[src/rtl/rns_mac_32_31_21_5_if.sv]
`default_nettype none
// ============================================================================
// Module   : rns_mac_32_31_21_5_if
// Brief    : Beat-input / frame-result bus of the RNS (32,31,21,5) MAC.
//            master = producer/consumer side, slave = the MAC itself.
// Revision : 1.0  initial release
// ============================================================================
interface rns_mac_32_31_21_5_if #(
   parameter int CNT_W = 8
);
   // input beat channel
   logic             in_valid;
   logic             in_ready;
   logic [4:0]       a0, b0;      // mod 32
   logic [4:0]       a1, b1;      // mod 31
   logic [4:0]       a2, b2;      // mod 21
   logic [2:0]       a3, b3;      // mod 5
   // frame result channel
   logic             out_valid;
   logic             out_ready;
   logic [4:0]       x0, x1, x2;
   logic [2:0]       x3;
   // frame progress
   logic [CNT_W-1:0] beat_cnt;

   modport master (
      output in_valid, a0, b0, a1, b1, a2, b2, a3, b3, out_ready,
      input  in_ready, out_valid, x0, x1, x2, x3, beat_cnt
   );

   modport slave (
      input  in_valid, a0, b0, a1, b1, a2, b2, a3, b3, out_ready,
      output in_ready, out_valid, x0, x1, x2, x3, beat_cnt
   );
endinterface
`default_nettype wire

[src/rtl/rns_mac_32_31_21_5.sv]
`default_nettype none
// ============================================================================
// Module   : rns_mac_32_31_21_5
// Brief    : Residue-domain multiply-accumulate over frames of FRAME_LEN beats
//            for moduli (32, 31, 21, 5). S1 registers raw products, S2
//            registers reduced products, then a modular add into the channel
//            accumulators; the last beat of a frame loads the output register.
// Revision : 1.0  initial release
// ============================================================================
module rns_mac_32_31_21_5 #(
   parameter int FRAME_LEN = 4,
   parameter int CNT_W     = 8
) (
   input  logic                  clk,
   input  logic                  reset,   // asynchronous, active-low
   rns_mac_32_31_21_5_if.slave   bus
);

   localparam logic [CNT_W-1:0] LAST_CNT = CNT_W'(FRAME_LEN - 1);

   // ---------------------------------------------------------------------
   // Residue arithmetic helpers
   // ---------------------------------------------------------------------

   // Two end-around folds (2^5 == 1 mod 31), then 31 -> 0.
   function automatic logic [4:0] red31(input logic [9:0] p);
      logic [5:0] f1;
      logic [5:0] f2;
      f1 = {1'b0, p[9:5]} + {1'b0, p[4:0]};
      f2 = {5'b0, f1[5]} + {1'b0, f1[4:0]};
      if (f2 >= 6'd31) begin
         f2 = f2 - 6'd31;
      end
      return f2[4:0];
   endfunction

   // Chained conditional subtraction of 21*2^k; exact for any 10-bit value.
   function automatic logic [4:0] red21(input logic [9:0] p);
      logic [9:0] t;
      t = p;
      if (t >= 10'd672) t = t - 10'd672;
      if (t >= 10'd336) t = t - 10'd336;
      if (t >= 10'd168) t = t - 10'd168;
      if (t >= 10'd84)  t = t - 10'd84;
      if (t >= 10'd42)  t = t - 10'd42;
      if (t >= 10'd21)  t = t - 10'd21;
      return t[4:0];
   endfunction

   // Chained conditional subtraction of 5*2^k; exact for any 6-bit value.
   function automatic logic [2:0] red5(input logic [5:0] p);
      logic [5:0] t;
      t = p;
      if (t >= 6'd40) t = t - 6'd40;
      if (t >= 6'd20) t = t - 6'd20;
      if (t >= 6'd10) t = t - 6'd10;
      if (t >= 6'd5)  t = t - 6'd5;
      return t[2:0];
   endfunction

   // Modular add of two canonical 5-bit residues (modulus up to 32).
   function automatic logic [4:0] add_mod5(input logic [4:0] x, input logic [4:0] y,
                                           input logic [5:0] m);
      logic [5:0] s;
      s = {1'b0, x} + {1'b0, y};
      if (s >= m) begin
         s = s - m;
      end
      return s[4:0];
   endfunction

   // Modular add of two canonical residues mod 5.
   function automatic logic [2:0] add_mod3(input logic [2:0] x, input logic [2:0] y);
      logic [3:0] s;
      s = {1'b0, x} + {1'b0, y};
      if (s >= 4'd5) begin
         s = s - 4'd5;
      end
      return s[2:0];
   endfunction

   // ---------------------------------------------------------------------
   // State
   // ---------------------------------------------------------------------
   logic [CNT_W-1:0] beat_cnt_q, beat_cnt_d;

   logic             s1_valid_q, s1_valid_d;
   logic             s1_last_q,  s1_last_d;
   logic [9:0]       p0_q, p0_d, p1_q, p1_d, p2_q, p2_d;
   logic [5:0]       p3_q, p3_d;

   logic             s2_valid_q, s2_valid_d;
   logic             s2_last_q,  s2_last_d;
   logic [4:0]       r0_q, r0_d, r1_q, r1_d, r2_q, r2_d;
   logic [2:0]       r3_q, r3_d;

   logic [4:0]       acc0_q, acc0_d, acc1_q, acc1_d, acc2_q, acc2_d;
   logic [2:0]       acc3_q, acc3_d;

   logic             out_valid_q, out_valid_d;
   logic [4:0]       x0_q, x0_d, x1_q, x1_d, x2_q, x2_d;
   logic [2:0]       x3_q, x3_d;

   // ---------------------------------------------------------------------
   // Combinational datapath
   // ---------------------------------------------------------------------
   logic             stall;
   logic             accept;
   logic             beat_last;
   logic [4:0]       sum0, sum1, sum2;
   logic [2:0]       sum3;

   // A held result that the consumer has not taken freezes the whole pipe.
   assign stall     = out_valid_q & ~bus.out_ready;
   assign accept    = bus.in_valid & ~stall;
   assign beat_last = (beat_cnt_q == LAST_CNT);

   // Accumulator plus the reduced product leaving S2.
   assign sum0 = add_mod5(acc0_q, r0_q, 6'd32);
   assign sum1 = add_mod5(acc1_q, r1_q, 6'd31);
   assign sum2 = add_mod5(acc2_q, r2_q, 6'd21);
   assign sum3 = add_mod3(acc3_q, r3_q);

   assign bus.in_ready  = ~stall;
   assign bus.out_valid = out_valid_q;
   assign bus.x0        = x0_q;
   assign bus.x1        = x1_q;
   assign bus.x2        = x2_q;
   assign bus.x3        = x3_q;
   assign bus.beat_cnt  = beat_cnt_q;

   // Next-state: frame counter, S1 products, S2 reductions, accumulate, output.
   always_comb begin
      beat_cnt_d  = beat_cnt_q;
      s1_valid_d  = s1_valid_q;
      s1_last_d   = s1_last_q;
      p0_d        = p0_q;
      p1_d        = p1_q;
      p2_d        = p2_q;
      p3_d        = p3_q;
      s2_valid_d  = s2_valid_q;
      s2_last_d   = s2_last_q;
      r0_d        = r0_q;
      r1_d        = r1_q;
      r2_d        = r2_q;
      r3_d        = r3_q;
      acc0_d      = acc0_q;
      acc1_d      = acc1_q;
      acc2_d      = acc2_q;
      acc3_d      = acc3_q;
      out_valid_d = out_valid_q;
      x0_d        = x0_q;
      x1_d        = x1_q;
      x2_d        = x2_q;
      x3_d        = x3_q;

      if (!stall) begin
         // S1: capture raw products of an accepted beat
         s1_valid_d = accept;
         if (accept) begin
            p0_d      = {5'b0, bus.a0} * {5'b0, bus.b0};
            p1_d      = {5'b0, bus.a1} * {5'b0, bus.b1};
            p2_d      = {5'b0, bus.a2} * {5'b0, bus.b2};
            p3_d      = {3'b0, bus.a3} * {3'b0, bus.b3};
            s1_last_d = beat_last;
            beat_cnt_d = beat_last ? '0 : beat_cnt_q + 1'b1;
         end

         // S2: reduce each product into its canonical residue
         s2_valid_d = s1_valid_q;
         if (s1_valid_q) begin
            s2_last_d = s1_last_q;
            r0_d      = p0_q[4:0];
            r1_d      = red31(p1_q);
            r2_d      = red21(p2_q);
            r3_d      = red5(p3_q);
         end

         // Not stalled means any held result is being taken this edge.
         out_valid_d = 1'b0;

         // Accumulate; the last beat publishes the sum and restarts from 0.
         if (s2_valid_q) begin
            if (s2_last_q) begin
               x0_d        = sum0;
               x1_d        = sum1;
               x2_d        = sum2;
               x3_d        = sum3;
               out_valid_d = 1'b1;
               acc0_d      = '0;
               acc1_d      = '0;
               acc2_d      = '0;
               acc3_d      = '0;
            end else begin
               acc0_d = sum0;
               acc1_d = sum1;
               acc2_d = sum2;
               acc3_d = sum3;
            end
         end
      end
   end

   // State register; reset discards partial sums, pipeline and pending result.
   always_ff @(posedge clk or negedge reset) begin
      if (!reset) begin
         beat_cnt_q  <= '0;
         s1_valid_q  <= 1'b0;
         s1_last_q   <= 1'b0;
         p0_q        <= '0;
         p1_q        <= '0;
         p2_q        <= '0;
         p3_q        <= '0;
         s2_valid_q  <= 1'b0;
         s2_last_q   <= 1'b0;
         r0_q        <= '0;
         r1_q        <= '0;
         r2_q        <= '0;
         r3_q        <= '0;
         acc0_q      <= '0;
         acc1_q      <= '0;
         acc2_q      <= '0;
         acc3_q      <= '0;
         out_valid_q <= 1'b0;
         x0_q        <= '0;
         x1_q        <= '0;
         x2_q        <= '0;
         x3_q        <= '0;
      end else begin
         beat_cnt_q  <= beat_cnt_d;
         s1_valid_q  <= s1_valid_d;
         s1_last_q   <= s1_last_d;
         p0_q        <= p0_d;
         p1_q        <= p1_d;
         p2_q        <= p2_d;
         p3_q        <= p3_d;
         s2_valid_q  <= s2_valid_d;
         s2_last_q   <= s2_last_d;
         r0_q        <= r0_d;
         r1_q        <= r1_d;
         r2_q        <= r2_d;
         r3_q        <= r3_d;
         acc0_q      <= acc0_d;
         acc1_q      <= acc1_d;
         acc2_q      <= acc2_d;
         acc3_q      <= acc3_d;
         out_valid_q <= out_valid_d;
         x0_q        <= x0_d;
         x1_q        <= x1_d;
         x2_q        <= x2_d;
         x3_q        <= x3_d;
      end
   end

endmodule
`default_nettype wire
[src/flat_wrapper.sv]
// flat-port wrapper written by rule: the top's interface ports become plain ports
module rns_mac_32_31_21_5_flat 
#(
   parameter int FRAME_LEN = 4,
   parameter int CNT_W     = 8
)
  (clk, reset, bus_in_valid, bus_a0, bus_b0, bus_a1, bus_b1, bus_a2, bus_b2, bus_a3, bus_b3, bus_out_ready, bus_in_ready, bus_out_valid, bus_x0, bus_x1, bus_x2, bus_x3, bus_beat_cnt);
  rns_mac_32_31_21_5_if #(.CNT_W(CNT_W)) bus_i ();
  input  logic clk;
  input  logic reset;
  input wire logic [$bits(bus_i.in_valid)-1:0] bus_in_valid;
  input wire logic [$bits(bus_i.a0)-1:0] bus_a0;
  input wire logic [$bits(bus_i.b0)-1:0] bus_b0;
  input wire logic [$bits(bus_i.a1)-1:0] bus_a1;
  input wire logic [$bits(bus_i.b1)-1:0] bus_b1;
  input wire logic [$bits(bus_i.a2)-1:0] bus_a2;
  input wire logic [$bits(bus_i.b2)-1:0] bus_b2;
  input wire logic [$bits(bus_i.a3)-1:0] bus_a3;
  input wire logic [$bits(bus_i.b3)-1:0] bus_b3;
  input wire logic [$bits(bus_i.out_ready)-1:0] bus_out_ready;
  output wire logic [$bits(bus_i.in_ready)-1:0] bus_in_ready;
  output wire logic [$bits(bus_i.out_valid)-1:0] bus_out_valid;
  output wire logic [$bits(bus_i.x0)-1:0] bus_x0;
  output wire logic [$bits(bus_i.x1)-1:0] bus_x1;
  output wire logic [$bits(bus_i.x2)-1:0] bus_x2;
  output wire logic [$bits(bus_i.x3)-1:0] bus_x3;
  output wire logic [$bits(bus_i.beat_cnt)-1:0] bus_beat_cnt;
  assign bus_i.in_valid = bus_in_valid;
  assign bus_i.a0 = bus_a0;
  assign bus_i.b0 = bus_b0;
  assign bus_i.a1 = bus_a1;
  assign bus_i.b1 = bus_b1;
  assign bus_i.a2 = bus_a2;
  assign bus_i.b2 = bus_b2;
  assign bus_i.a3 = bus_a3;
  assign bus_i.b3 = bus_b3;
  assign bus_i.out_ready = bus_out_ready;
  assign bus_in_ready = bus_i.in_ready;
  assign bus_out_valid = bus_i.out_valid;
  assign bus_x0 = bus_i.x0;
  assign bus_x1 = bus_i.x1;
  assign bus_x2 = bus_i.x2;
  assign bus_x3 = bus_i.x3;
  assign bus_beat_cnt = bus_i.beat_cnt;
  rns_mac_32_31_21_5 #(.FRAME_LEN(FRAME_LEN), .CNT_W(CNT_W)) u_core (.clk(clk), .reset(reset), .bus(bus_i));
endmodule
[config.mk]
export PLATFORM = sky130hd
export DESIGN_NAME = rns_mac_32_31_21_5_flat
export DESIGN_NICKNAME = d
export VERILOG_FILES = /design/src/rtl/rns_mac_32_31_21_5_if.sv /design/src/rtl/rns_mac_32_31_21_5.sv /design/src/flat_wrapper.sv
export SDC_FILE = /design/constraint.sdc
export NUM_CORES = 1
export LEC_CHECK = 0
export ABC_AREA = 0
export BUFFER_PORTS_ARGS = -buffer_cell sky130_fd_sc_hd__buf_4
export CAP_MARGIN = 30
export CORE_UTILIZATION = 30
export DETAILED_ROUTE_END_ITERATION = 10
export GPL_TIMING_DRIVEN = 0
export PLACE_DENSITY = 0.43
export REMOVE_ABC_BUFFERS = 1
export SYNTH_ARGS = -nofsm -noshare
export SYNTH_HDL_FRONTEND = slang
export SYNTH_SLANG_ARGS = --single-unit
[constraint.sdc]
create_clock -name clk -period 6.2 [get_ports clk]
set_input_delay 1.24 -clock clk [delete_from_list [all_inputs] [get_ports clk]]
set_output_delay 1.24 -clock clk [all_outputs]
set_load 0.02 [all_outputs]
Yosys cells after proc, flatten, opt, wreduce, memory -nomap -nowiden
Index checks and enable logic that the tools add are counted.

operators by class
  add/sub/neg operators = 22
  multiply operators = 4
  magnitude comparators = 15
  equality and inequality tests = 1
  muxes and demuxes = 38
  bitwise logic cells = 4
  reduce and logical (&&, ||, !) cells = 4

operators by type and width
  cell                                                                 number
  two-way mux 10 bit                                                   15
  two-way mux 6 bit                                                    9
  two-way mux 5 bit                                                    8
  adder 5 x 5 -> 6 bit                                                 4
  greater-or-equal comparator 6 x 5 -> 1 bit (second input constant)   4
  multiplier 5 x 5 -> 10 bit                                           2
  subtractor 5 bit (second input constant)                             4
  greater-or-equal comparator 6 bit (second input constant)            2
  greater-or-equal comparator 10 bit (second input constant)           1
  greater-or-equal comparator 10 x 5 -> 1 bit (second input constant)  1
  greater-or-equal comparator 10 x 6 -> 1 bit (second input constant)  1
  greater-or-equal comparator 10 x 7 -> 1 bit (second input constant)  1
  greater-or-equal comparator 10 x 8 -> 1 bit (second input constant)  1
  greater-or-equal comparator 10 x 9 -> 1 bit (second input constant)  1
  subtractor 10 bit (second input constant)                            1
  subtractor 10 x 6 -> 10 bit (second input constant)                  1
  subtractor 10 x 7 -> 10 bit (second input constant)                  1
  subtractor 10 x 8 -> 10 bit (second input constant)                  1
  subtractor 10 x 9 -> 10 bit (second input constant)                  1
  two-way mux 3 bit                                                    3
  adder 8 x 1 -> 8 bit (second input constant)                         1
  equality test 8 x 2 -> 1 bit (second input constant)                 1
  two-way mux 8 bit                                                    1
  adder 1 x 5 -> 6 bit                                                 1
  16 further kinds                                                     22

word-level totals
  register bits = 98
  bits of input ports = 40
  output and inout bits = 28

Logic depth before layout (Yosys ltp)
Gate-level depths: netlist (run 1).

  word-level depth = 22
  mapped depth = 26

Least setup slack after synthesis (run 1)
No wires, ideal clock.

  path kind = flip-flop to flip-flop
  start = register u_core.p2_q[6]
  end = register u_core.r2_q[0]
  setup time = 0.138 ns
  data arrival time = 4.734 ns
  data required time = 6.062 ns
  setup slack = 1.328 ns
  cell stages (with the launch flop) = 25
  period minus slack after synthesis = 4.872 ns
  path through = dfrtp_1 > buf_2 > inv_1 > ha_1 > nand2b_1 > a211o_1 > a31oi_1 > o2111ai_2 > a21boi_4 > o21ai_0 > xnor2_1 > ha_1 > nand2_1 > a211oi_2 > nor3_1 > o211ai_1 > a21oi_1 > or3_1 > nand2_1 > ha_1 > inv_1 > nor2_1 > nor2_1 > o311ai_1 > o211ai_1

between the ends
  word-level cells in the longest chain between the ends = 22
  elaborated cells on any way between the ends = 28
  classes of those cells = add/sub: 6; order compare: 6; mux: 16

RTL lines
  what                                                                                               RTL line                   source
  start: declaration                                                                                 rns_mac_32_31_21_5.sv:89   logic [9:0] p0_q, p0_d, p1_q, p1_d, p2_q, p2_d;
  start signal: assignment                                                                           rns_mac_32_31_21_5.sv:235  p2_q <= p2_d;
  subtractor 10 bit / greater-or-equal comparator 10 bit (equally long branches)                     rns_mac_32_31_21_5.sv:41   if (t >= 10'd672) t = t - 10'd672;
  two-way mux 10 bit *                                                                               rns_mac_32_31_21_5.sv:41
  two-way mux 10 bit *                                                                               rns_mac_32_31_21_5.sv:171  if (s1_valid_q) begin
  two-way mux 10 bit *                                                                               rns_mac_32_31_21_5.sv:157  if (!stall) begin
  subtractor 10 x 9 -> 10 bit / greater-or-equal comparator 10 x 9 -> 1 bit (equally long branches)  rns_mac_32_31_21_5.sv:42   if (t >= 10'd336) t = t - 10'd336;
  two-way mux 10 bit *                                                                               rns_mac_32_31_21_5.sv:42
  two-way mux 10 bit *                                                                               rns_mac_32_31_21_5.sv:171
  two-way mux 10 bit *                                                                               rns_mac_32_31_21_5.sv:157
  [6 not listed]                                                                                     -
  two-way mux 10 bit *                                                                               rns_mac_32_31_21_5.sv:171
  two-way mux 10 bit *                                                                               rns_mac_32_31_21_5.sv:157
  subtractor 10 x 6 -> 10 bit / greater-or-equal comparator 10 x 6 -> 1 bit (equally long branches)  rns_mac_32_31_21_5.sv:45   if (t >= 10'd42) t = t - 10'd42;
  two-way mux 10 bit *                                                                               rns_mac_32_31_21_5.sv:45
  two-way mux 10 bit *                                                                               rns_mac_32_31_21_5.sv:171
  two-way mux 10 bit *                                                                               rns_mac_32_31_21_5.sv:157
  greater-or-equal comparator 10 x 5 -> 1 bit / subtractor 5 bit (equally long branches)             rns_mac_32_31_21_5.sv:46   if (t >= 10'd21) t = t - 10'd21;
  two-way mux 5 bit *                                                                                rns_mac_32_31_21_5.sv:46
  end signal: assignment                                                                             rns_mac_32_31_21_5.sv:241  r2_q <= r2_d;
  end: declaration                                                                                   rns_mac_32_31_21_5.sv:94   logic [4:0] r0_q, r0_d, r1_q, r1_d, r2_q, r2_d;

Every way passes the cells marked *; elsewhere a longest branch is shown, timed or not. The select of a mux whose other input is x is not followed.
A chain may end at the register's enable or synchronous reset.

Worst setup path after layout (run 1)
  start = register u_core.p2_q[5]
  end = register u_core.r2_q[1]

Same word-level chain as after synthesis.

==> results of run 1 <==
[critical path, cell delays in order (launching register included)]
cell      delay (ns)
dfrtp_1         0.47
inv_1           0.14
ha_1            0.24
nand2b_1        0.18
a211oi_1        0.46
o21ai_1         0.20
a21boi_2        0.44
o21ai_0         0.21
xnor2_1         0.33
ha_1            0.34
nand2_1         0.14
a211oi_2        0.32
nor3_1          0.14
o211ai_1        0.32
a21oi_1         0.16
or3_1           0.34
nand2_1         0.10
ha_1            0.17
inv_1           0.07
nor2_1          0.17
nor2_1          0.08
o311ai_1        0.30
a31oi_1         0.12
[through the flow]
step / utilization, % / instances / setup WS [ns] / hold slack [ns] / area, sq um
global route: 34.95 / 1328 / 0.1108 / 0.4996 / 9420
floorplan: - / 899 / 1.194 / 0.4386 / 8108
finish: 34.95 / 1328 / 0.5724 / 0.4713 / 9420
CTS: 34.87 / 1326 / 0.2429 / 0.4703 / 9399
detailed placement: 33.76 / 1310 / 0.2737 / 0.4498 / 9097
global placement: 33.53 / 1307 / 0.2131 / 0.4537 / 9037
[how the worst max path moves through the flow]
stage,from,to
floorplan,u_core.p2_q[5]$_DFFE_PN0P_,u_core.r2_q[1]$_DFFE_PN0P_
global placement,u_core.p2_q[5]$_DFFE_PN0P_,u_core.r2_q[0]$_DFFE_PN0P_
detailed placement,u_core.p2_q[5]$_DFFE_PN0P_,u_core.r2_q[1]$_DFFE_PN0P_
CTS,u_core.p2_q[5]$_DFFE_PN0P_,u_core.r2_q[1]$_DFFE_PN0P_
global route,u_core.p2_q[5]$_DFFE_PN0P_,u_core.r2_q[1]$_DFFE_PN0P_
finish,u_core.p2_q[5]$_DFFE_PN0P_,u_core.r2_q[1]$_DFFE_PN0P_
[cells by family after synthesis]
kind of cell             share of synthesized area, %
AO/OA/AOI/OAI                                   19.28
XOR/XNOR                                        6.179
adder cells (fa/ha/maj)                         20.27
buffers and inverters                           4.261
flip-flops                                      29.83
multiplexers                                    2.937
AND/OR/NAND/NOR                                 17.24
[cells in the mapped netlist, drive strengths merged, types with 14 or more instances]
master,n
a21o,24
mux2i,14
and2,47
xnor2,39
o21ai,84
clkbuf,19
nand2,163
dfrtp,98
xor2,19
inv,63
a21oi,39
ha,90
nor2,35
fa,27
[registers in the layout (all words and copies together), names as in the netlist, 6 cells and up]
name,cells
u_core.p3_q,6
u_core.p2_q,10
u_core.bus.beat_cnt,8
u_core.p1_q,10
[final cells by class]
class | instances | area share [%]
clock buffers | 9 | 2.391
clock inverters | 7 | 0.8102
inverters | 63 | 2.510
multi-input cells | 738 | 57.62
flip-flops and latches | 98 | 26.03
well taps | 341 | 4.529
repair buffers | 72 | 6.110
[per-layer routing]
layer / share of wire (%) / global-route usage, %
met2: 43 / 21.05
met3: 2.6 / 2.080
met5: 0 / 0
met1: 53 / 18.75
met4: 0.98 / 3.231
[repair_timing]
action,in CTS,in global routing
gates resized for setup,0,1
endpoints found under the setup margin,0,3
buffers inserted,0,2
[placed cells by master (no fill, tap or decap), types with 14 or more instances in the layout]
cell type	netlist	routed
a21o_1	24	24
a21oi_1	37	37
and2_1	45	45
buf_4	1	69
dfrtp_1	98	98
fa_1	27	27
ha_1	90	90
inv_1	63	63
mux2i_1	14	14
nand2_1	162	161
nor2_1	34	34
o21ai_0	81	81
xnor2_1	39	39
xor2_1	19	19
==> flow_metrics.py, run 1 <==
metrics = {
    "min_path": {
        "holdPathEnd": "u_core.r0_q[2]$_DFFE_PN0P_",
        "worstHoldStart": "u_core.p0_q[2]$_DFFE_PN0P_",
        "min_path_type": "reg -> reg",
        "hold_depth": 2,
    },
    "die": {
        "design.core.area_sq_um": 26950,
        "io_pins": 68,
        "fp.dieW_microns": 167.5,
        "die_area_sq_um": 28070,
        "row_count": 60,
        "die_h_microns": 167.5,
        "start_util_pct": 30.51,
    },
    "timing": {
        "hold_violations": 0,
        "min_period_ns": 5.628,
        "max_freq_mhz": 177.7,
        "rsz0062_at_grt": "no",
        "slew_violations": 0,
        "tightest_slew_ns": 0.8394,
        "finalCritPeriodShare_pct": 90.77,
        "skew_ns": 0.01031,
        "fin_setup_tns_ns": 0,
        "slew_headroom_pct": 43.90,
        "setup_violations": 0,
    },
    "clock_tree": {
        "h-tree-depth": 3,
        "holdBufCountCts": 0,
        "cts_buffer_depth": 2,
        "root_buffer": "clkbuf_16",
        "cts_tree": "done",
        "insertion_delay_ns": 0.36,
        "numCtsBuffers": 9,
        "clock_sinks": 98,
        "cts.clk_slew.worst_paths_ns": 0.08,
    },
    "worst_setup_path": {
        "timing.rr.end": "u_core.r2_q[1]$_DFFE_PN0P_",
        "worstSetupPathType": "reg -> reg",
        "worstPathRequired_ns": 6.40,
        "path_max_fanout": 10,
        "end_kind": "flip-flop",
        "start_kind": "flip-flop",
        "r2r-start": "u_core.p2_q[5]$_DFFE_PN0P_",
        "r2r_slack_ns": 0.57,
        "reg2regPathDepth": 22,
        "cp.arrival_ns": 5.83,
    },
    "placement": {
        "hpwl_microns": 13640,
        "portBuffers": 67,
        "gp_congestion": 0.7644,
    },
    "yosys": {
        "async_flop_share_pct": 100.0,
        "yosysUniqueCellTypes": 82,
        "synthCells": 925,
        "synth_area_per_cell_sq_um": 8.888,
        "ys_ff_latch": 98,
        "synth_edf_count": 0,
        "synth_flop_cell": "dfrtp_1",
        "yosys.area.top_type": "dfrtp_1",
        "syn-cell-area_sq_um": 8222,
        "ys_seq_area_share_pct": 29.83,
        "synth_top_area_share_pct": 29.83,
        "synthTopCellsByArea": "dfrtp_1 30%, ha_1 14%, nand2_1 7.4%, fa_1 6.6%, o21ai_0 4.9%",
        "ys_warn_count": 0,
    },
    "layout": {
        "drive_gt1_share_pct": 11.96,
        "synthToLayoutAreaGrowth_pct": 14.58,
        "fill_cells": 2816,
        "seqCellArea_sq_um": 2452,
        "final_nets": 1139,
        "multi_input_area_sq_um": 5428,
        "diodes": 0,
    },
    "job": {
        "cap_violations": 0,
    },
    "global_routing": {
        "grt_pass1_vias": 6286,
        "grt_max_degree": 56,
        "grt_usage_pct": 13.26,
        "grt-ovfl-total": 0,
        "antenna_found_initial": 0,
        "grt_pass1_wl_microns": 30630,
    },
    "routing": {
        "dr.pass1.iters": 4,
        "num_vias": 6390,
        "vias_per_cell": 4.812,
        "wl_microns": 17760,
        "post_drt_wl_per_cell_microns": 13.37,
        "antenna_left": 0,
        "drtIter0Drc": 218,
        "post-route-drc-count": 0,
    },
    "status": {
        "status": "completed",
    },
}
Power of run 1 is not shown: default switching activity piles up to over one toggle a cycle in this logic, so the estimate is an artifact.
==> run 2, diff against run 1 <==
==> constraint.sdc (replaced) <==
create_clock -name clk -period 6.7 [get_ports clk]
set_input_delay 1.34 -clock clk [delete_from_list [all_inputs] [get_ports clk]]
set_output_delay 1.34 -clock clk [all_outputs]
set_load 0.02 [all_outputs]
==> flow_metrics.py, run 2 (same netlist as run 1, synthesis figures left out) <==
metrics = {
    "clock_tree": {
        "insertion_delay_ns": 0.36,
        "post_cts_resized": 0,
        "clock_sinks": 98,
        "h-tree-depth": 3,
        "holdBufCountCts": 0,
        "cts.clk_slew.worst_paths_ns": 0.08,
        "post-cts-setup-buffers": 0,
        "cts_buffer_depth": 2,
        "numCtsBuffers": 9,
        "root_buffer": "clkbuf_16",
        "cts_tree": "done",
    },
    "placement": {
        "gp_congestion": 0.7644,
        "hpwl_microns": 13640,
        "portBuffers": 67,
    },
    "timing": {
        "fin_setup_tns_ns": 0,
        "max_freq_mhz": 166.7,
        "setup_violations": 0,
        "rsz0062_at_grt": "no",
        "tightest_slew_ns": 1.046,
        "slew_violations": 0,
        "finalCritPeriodShare_pct": 89.54,
        "skew_ns": 0.01049,
        "slew_headroom_pct": 29.99,
        "min_period_ns": 5.999,
        "hold_violations": 0,
    },
    "die": {
        "design.core.area_sq_um": 26950,
        "fp.dieW_microns": 167.5,
        "die_area_sq_um": 28070,
        "io_pins": 68,
        "start_util_pct": 30.51,
        "row_count": 60,
        "die_h_microns": 167.5,
    },
    "layout": {
        "final_common_cell": "nand2_1",
        "multi_input_area_sq_um": 5421,
        "diodes": 0,
        "fill_cells": 2818,
        "layout_common_cells": "161 x nand2_1, 98 x dfrtp_1, 90 x ha_1",
        "final_nets": 1137,
        "drive_gt1_share_pct": 11.68,
        "synthToLayoutAreaGrowth_pct": 14.32,
        "seqCellArea_sq_um": 2452,
    },
    "worst_setup_path": {
        "worstSetupPathType": "reg -> reg",
        "start_kind": "flip-flop",
        "cp.arrival_ns": 6.20,
        "timing.rr.end": "u_core.r2_q[1]$_DFFE_PN0P_",
        "worstPathCellList": "inv_1 > ha_1 > o21bai_1 > o22a_1 > o21ai_1 > a2bb2oi_1 > o21ai_0 > xnor2_1 > ha_1 > nand2_1 > a211oi_2 > nor3_1 > o211ai_1 > a21oi_1 > or3_1 > nand2_1 > ha_1 > inv_1 > nor2_1 > nor2_1 > o311ai_1 > a31oi_1",
        "r2r_slack_ns": 0.70,
        "r2r-start": "u_core.p2_q[5]$_DFFE_PN0P_",
        "worst_path_max_delay_cell": "a2bb2oi_1",
        "end_kind": "flip-flop",
        "cp_common_cell": "ha_1",
        "cpPeakStageDelay_ns": 0.85,
        "worstPathRequired_ns": 6.90,
        "reg2regPathDepth": 22,
        "path_max_fanout": 12,
    },
    "global_routing": {
        "grt_usage_pct": 13.26,
        "grt_max_degree": 56,
        "top_usage_layer": "met2",
        "grt_pass1_vias": 6286,
        "grt_pass1_wl_microns": 30630,
        "grt_util_met1_pct": 18.75,
        "grt-ovfl-total": 0,
        "gr-usage-met3_pct": 2.080,
        "use_met2_pct": 21.05,
        "antenna_found_initial": 0,
    },
    "min_path": {
        "worstHoldStart": "u_core.p0_q[2]$_DFFE_PN0P_",
        "min_path_type": "reg -> reg",
        "holdPathEnd": "u_core.r0_q[2]$_DFFE_PN0P_",
        "hold_depth": 2,
    },
    "status": {
        "status": "completed",
    },
    "routing": {
        "antenna_left": 0,
        "drtIter0Drc": 231,
        "post_drt_wl_per_cell_microns": 13.38,
        "vias_per_cell": 4.812,
        "post-route-drc-count": 0,
        "num_vias": 6381,
        "dr.pass1.iters": 4,
        "wl_microns": 17750,
    },
    "job": {
        "cap_violations": 0,
    },
}
==> run 2: metrics by stage <==
step | util (%) | cells | hold slack (ns) | setup WS, ns | cell area, sq um
2_1_floorplan | - | 899 | 0.4386 | 1.694 | 8108
3_3_place_gp | 33.53 | 1307 | 0.4537 | 0.7131 | 9037
3_5_place_dp | 33.76 | 1310 | 0.4498 | 0.7737 | 9097
4_1_cts | 34.87 | 1326 | 0.4703 | 0.7429 | 9399
5_1_grt | 34.87 | 1326 | 0.4996 | 0.1624 | 9399
6_report | 34.87 | 1326 | 0.4713 | 0.7005 | 9399
==> run 2: layer usage <==
| layer | vias up | part of all wire, % |
|---|---|---|
| li1 | 3328 | - |
| met3 | 11 | 2.2 |
| met4 | 0 | 1.0 |
| met5 | - | 0 |
| met2 | 67 | 43 |
| met1 | 2975 | 54 |
==> run 2: worst max-delay path: cells and delay by family (launching register included) <==
family,cells,cell delay [ns]
AND/OR/NAND/NOR,6,0.97
adder cells (fa/ha/maj),3,0.81
buffers and inverters,2,0.21
flip-flops,1,0.47
XOR/XNOR,1,0.35
AO/OA/AOI/OAI,10,3.01
==> run 2: worst max path at each step <==
stage	start	endpoint	depth (start not counted)
floorplan	u_core.p2_q[5]$_DFFE_PN0P_	u_core.r2_q[1]$_DFFE_PN0P_	22
global placement	u_core.p2_q[5]$_DFFE_PN0P_	u_core.r2_q[0]$_DFFE_PN0P_	22
detailed placement	u_core.p2_q[5]$_DFFE_PN0P_	u_core.r2_q[1]$_DFFE_PN0P_	22
CTS	u_core.p2_q[5]$_DFFE_PN0P_	u_core.r2_q[1]$_DFFE_PN0P_	22
global route	u_core.p2_q[5]$_DFFE_PN0P_	u_core.r2_q[1]$_DFFE_PN0P_	22
finish	u_core.p2_q[5]$_DFFE_PN0P_	u_core.r2_q[1]$_DFFE_PN0P_	22
==> run 2: area by class of cell <==
type,instances,share of cell area [%]
multi-input cells,738,57.68
flip-flops and latches,98,26.09
repair buffers,70,5.964
well taps,341,4.539
inverters,63,2.516
clock buffers,9,2.396
clock inverters,7,0.8120
Power of run 2 is left out for the same reason.
==> run 3, diff against run 2 <==
--- a/config.mk
+++ b/config.mk
@@ -12,6 +12,7 @@
 export DETAILED_ROUTE_END_ITERATION = 10
 export GPL_TIMING_DRIVEN = 0
 export PLACE_DENSITY = 0.43
+export RECOVER_POWER = 25
 export REMOVE_ABC_BUFFERS = 1
 export SYNTH_ARGS = -nofsm -noshare
 export SYNTH_HDL_FRONTEND = slang
==> flow_metrics.py, run 3 (same netlist as run 1, synthesis figures left out) <==
metrics = {
    "clock_tree": {
        "cts_tree": "done",
        "root_buffer": "clkbuf_16",
        "holdBufCountCts": 0,
        "insertion_delay_ns": 0.36,
        "clock_sinks": 98,
        "cts_buffer_depth": 2,
        "h-tree-depth": 3,
        "post-cts-setup-buffers": 0,
        "cts.clk_slew.worst_paths_ns": 0.08,
        "numCtsBuffers": 9,
        "post_cts_resized": 0,
    },
    "global_routing": {
        "grt_max_degree": 56,
        "grt_pass1_wl_microns": 30630,
        "grt_pass1_vias": 6286,
        "grt-ovfl-total": 0,
        "grt_usage_pct": 13.26,
        "antenna_found_initial": 0,
    },
    "worst_setup_path": {
        "end_kind": "flip-flop",
        "start_kind": "flip-flop",
        "worstPathRequired_ns": 6.90,
        "path_max_fanout": 12,
        "worstSetupPathType": "reg -> reg",
        "cp.arrival_ns": 6.20,
    },
    "routing": {
        "top_layer_used": "met4",
        "num_vias": 6382,
        "dr.pass1.iters": 4,
        "antenna_left": 0,
        "vias_per_cell": 4.813,
        "wl_met2_microns": 7638,
        "wl_microns": 17750,
        "post-route-drc-count": 0,
        "met3_length_microns": 389,
        "drtIter0Drc": 231,
        "m1WireLength_microns": 9544,
        "post_drt_wl_per_cell_microns": 13.39,
    },
    "die": {
        "io_pins": 68,
        "die_h_microns": 167.5,
        "design.core.area_sq_um": 26950,
        "start_util_pct": 30.51,
        "die_area_sq_um": 28070,
        "row_count": 60,
        "fp.dieW_microns": 167.5,
    },
    "timing": {
        "rsz0062_at_grt": "no",
        "hold_violations": 0,
        "max_freq_mhz": 166.7,
        "slew_headroom_pct": -111.5,
        "slew_violations": 101,
        "skew_ns": 0.01015,
        "setup_violations": 0,
        "fin_setup_tns_ns": 0,
        "min_period_ns": 5.999,
        "tightest_slew_ns": 3.173,
        "finalCritPeriodShare_pct": 89.54,
    },
    "placement": {
        "hpwl_microns": 13640,
        "gp_congestion": 0.7644,
        "portBuffers": 67,
        "dp_cells": 1310,
    },
    "layout": {
        "synthToLayoutAreaGrowth_pct": 13.99,
        "fin_cells": 1326,
        "fill_cells": 2821,
        "final_nets": 1137,
        "final_common_cell": "nand2_1",
        "drive_gt1_share_pct": 11.47,
        "diodes": 0,
        "layout_common_cells": "161 x nand2_1, 98 x dfrtp_1, 90 x ha_1",
    },
    "status": {
        "status": "finished, violations left",
        "violations": "capacitance limit, slew limit",
    },
    "job": {
        "cap_violations": 2,
    },
    "min_path": {
        "min_path_type": "reg -> reg",
    },
}
-- run 3: final cells by class --
type / count / area, sq um / area share [%]
tap: 341 / 426.7 / 4.553
clock buffer: 9 / 225.2 / 2.403
sequential: 98 / 2452 / 26.17
timing repair buffer: 70 / 533.0 / 5.688
inverter: 63 / 236.5 / 2.523
clock inverter: 7 / 76.32 / 0.8144
multi-input combinational: 738 / 5421 / 57.85
-- run 3: critical path, stage by stage (launching register included) --
cell	delay (ns)
dfrtp_1	0.47
inv_1	0.14
ha_1	0.30
o21bai_1	0.17
o22a_1	0.27
o21ai_1	0.24
a2bb2oi_1	0.85
o21ai_0	0.26
xnor2_1	0.35
ha_1	0.34
nand2_1	0.14
a211oi_2	0.32
nor3_1	0.14
o211ai_1	0.32
a21oi_1	0.16
or3_1	0.34
nand2_1	0.10
ha_1	0.17
inv_1	0.07
nor2_1	0.17
nor2_1	0.08
o311ai_1	0.30
a31oi_1	0.12
-- run 3: worst paths after layout --
check                                            from  cells past startpoint  slack, ns                         end
max                        u_core.p2_q[5]$_DFFE_PN0P_                     22       0.70  u_core.r2_q[1]$_DFFE_PN0P_
min                        u_core.p0_q[2]$_DFFE_PN0P_                      2       0.47  u_core.r0_q[2]$_DFFE_PN0P_
max reg2reg                u_core.p2_q[5]$_DFFE_PN0P_                     22       0.70  u_core.r2_q[1]$_DFFE_PN0P_
min reg2reg                u_core.p0_q[2]$_DFFE_PN0P_                      2       0.47  u_core.r0_q[2]$_DFFE_PN0P_
max in group asynchronous                       reset                      2       1.20  u_core.p1_q[6]$_DFFE_PN0P_
min in group asynchronous                       reset                      1       2.03  u_core.p3_q[2]$_DFFE_PN0P_
-- run 3: routing by layer --
layer,global-route usage [%],vias up
li1,-,3328
met1,18.75,2976
met2,21.05,67
met3,2.080,11
met4,3.231,0
met5,0,-
-- run 3: metrics by stage --
stage	hold slack, ns	cell area (sq um)	setup WS [ns]	util [%]
after floorplan	0.4386	8108	1.694	-
after global placement	0.4537	9037	0.7131	33.53
after detailed placement	0.4498	9097	0.7737	33.76
after CTS	0.4703	9399	0.7429	34.87
after global routing	0.4996	9371	0.1487	34.77
final	0.4713	9371	0.7007	34.77
Power of run 3 is left out for the same reason.
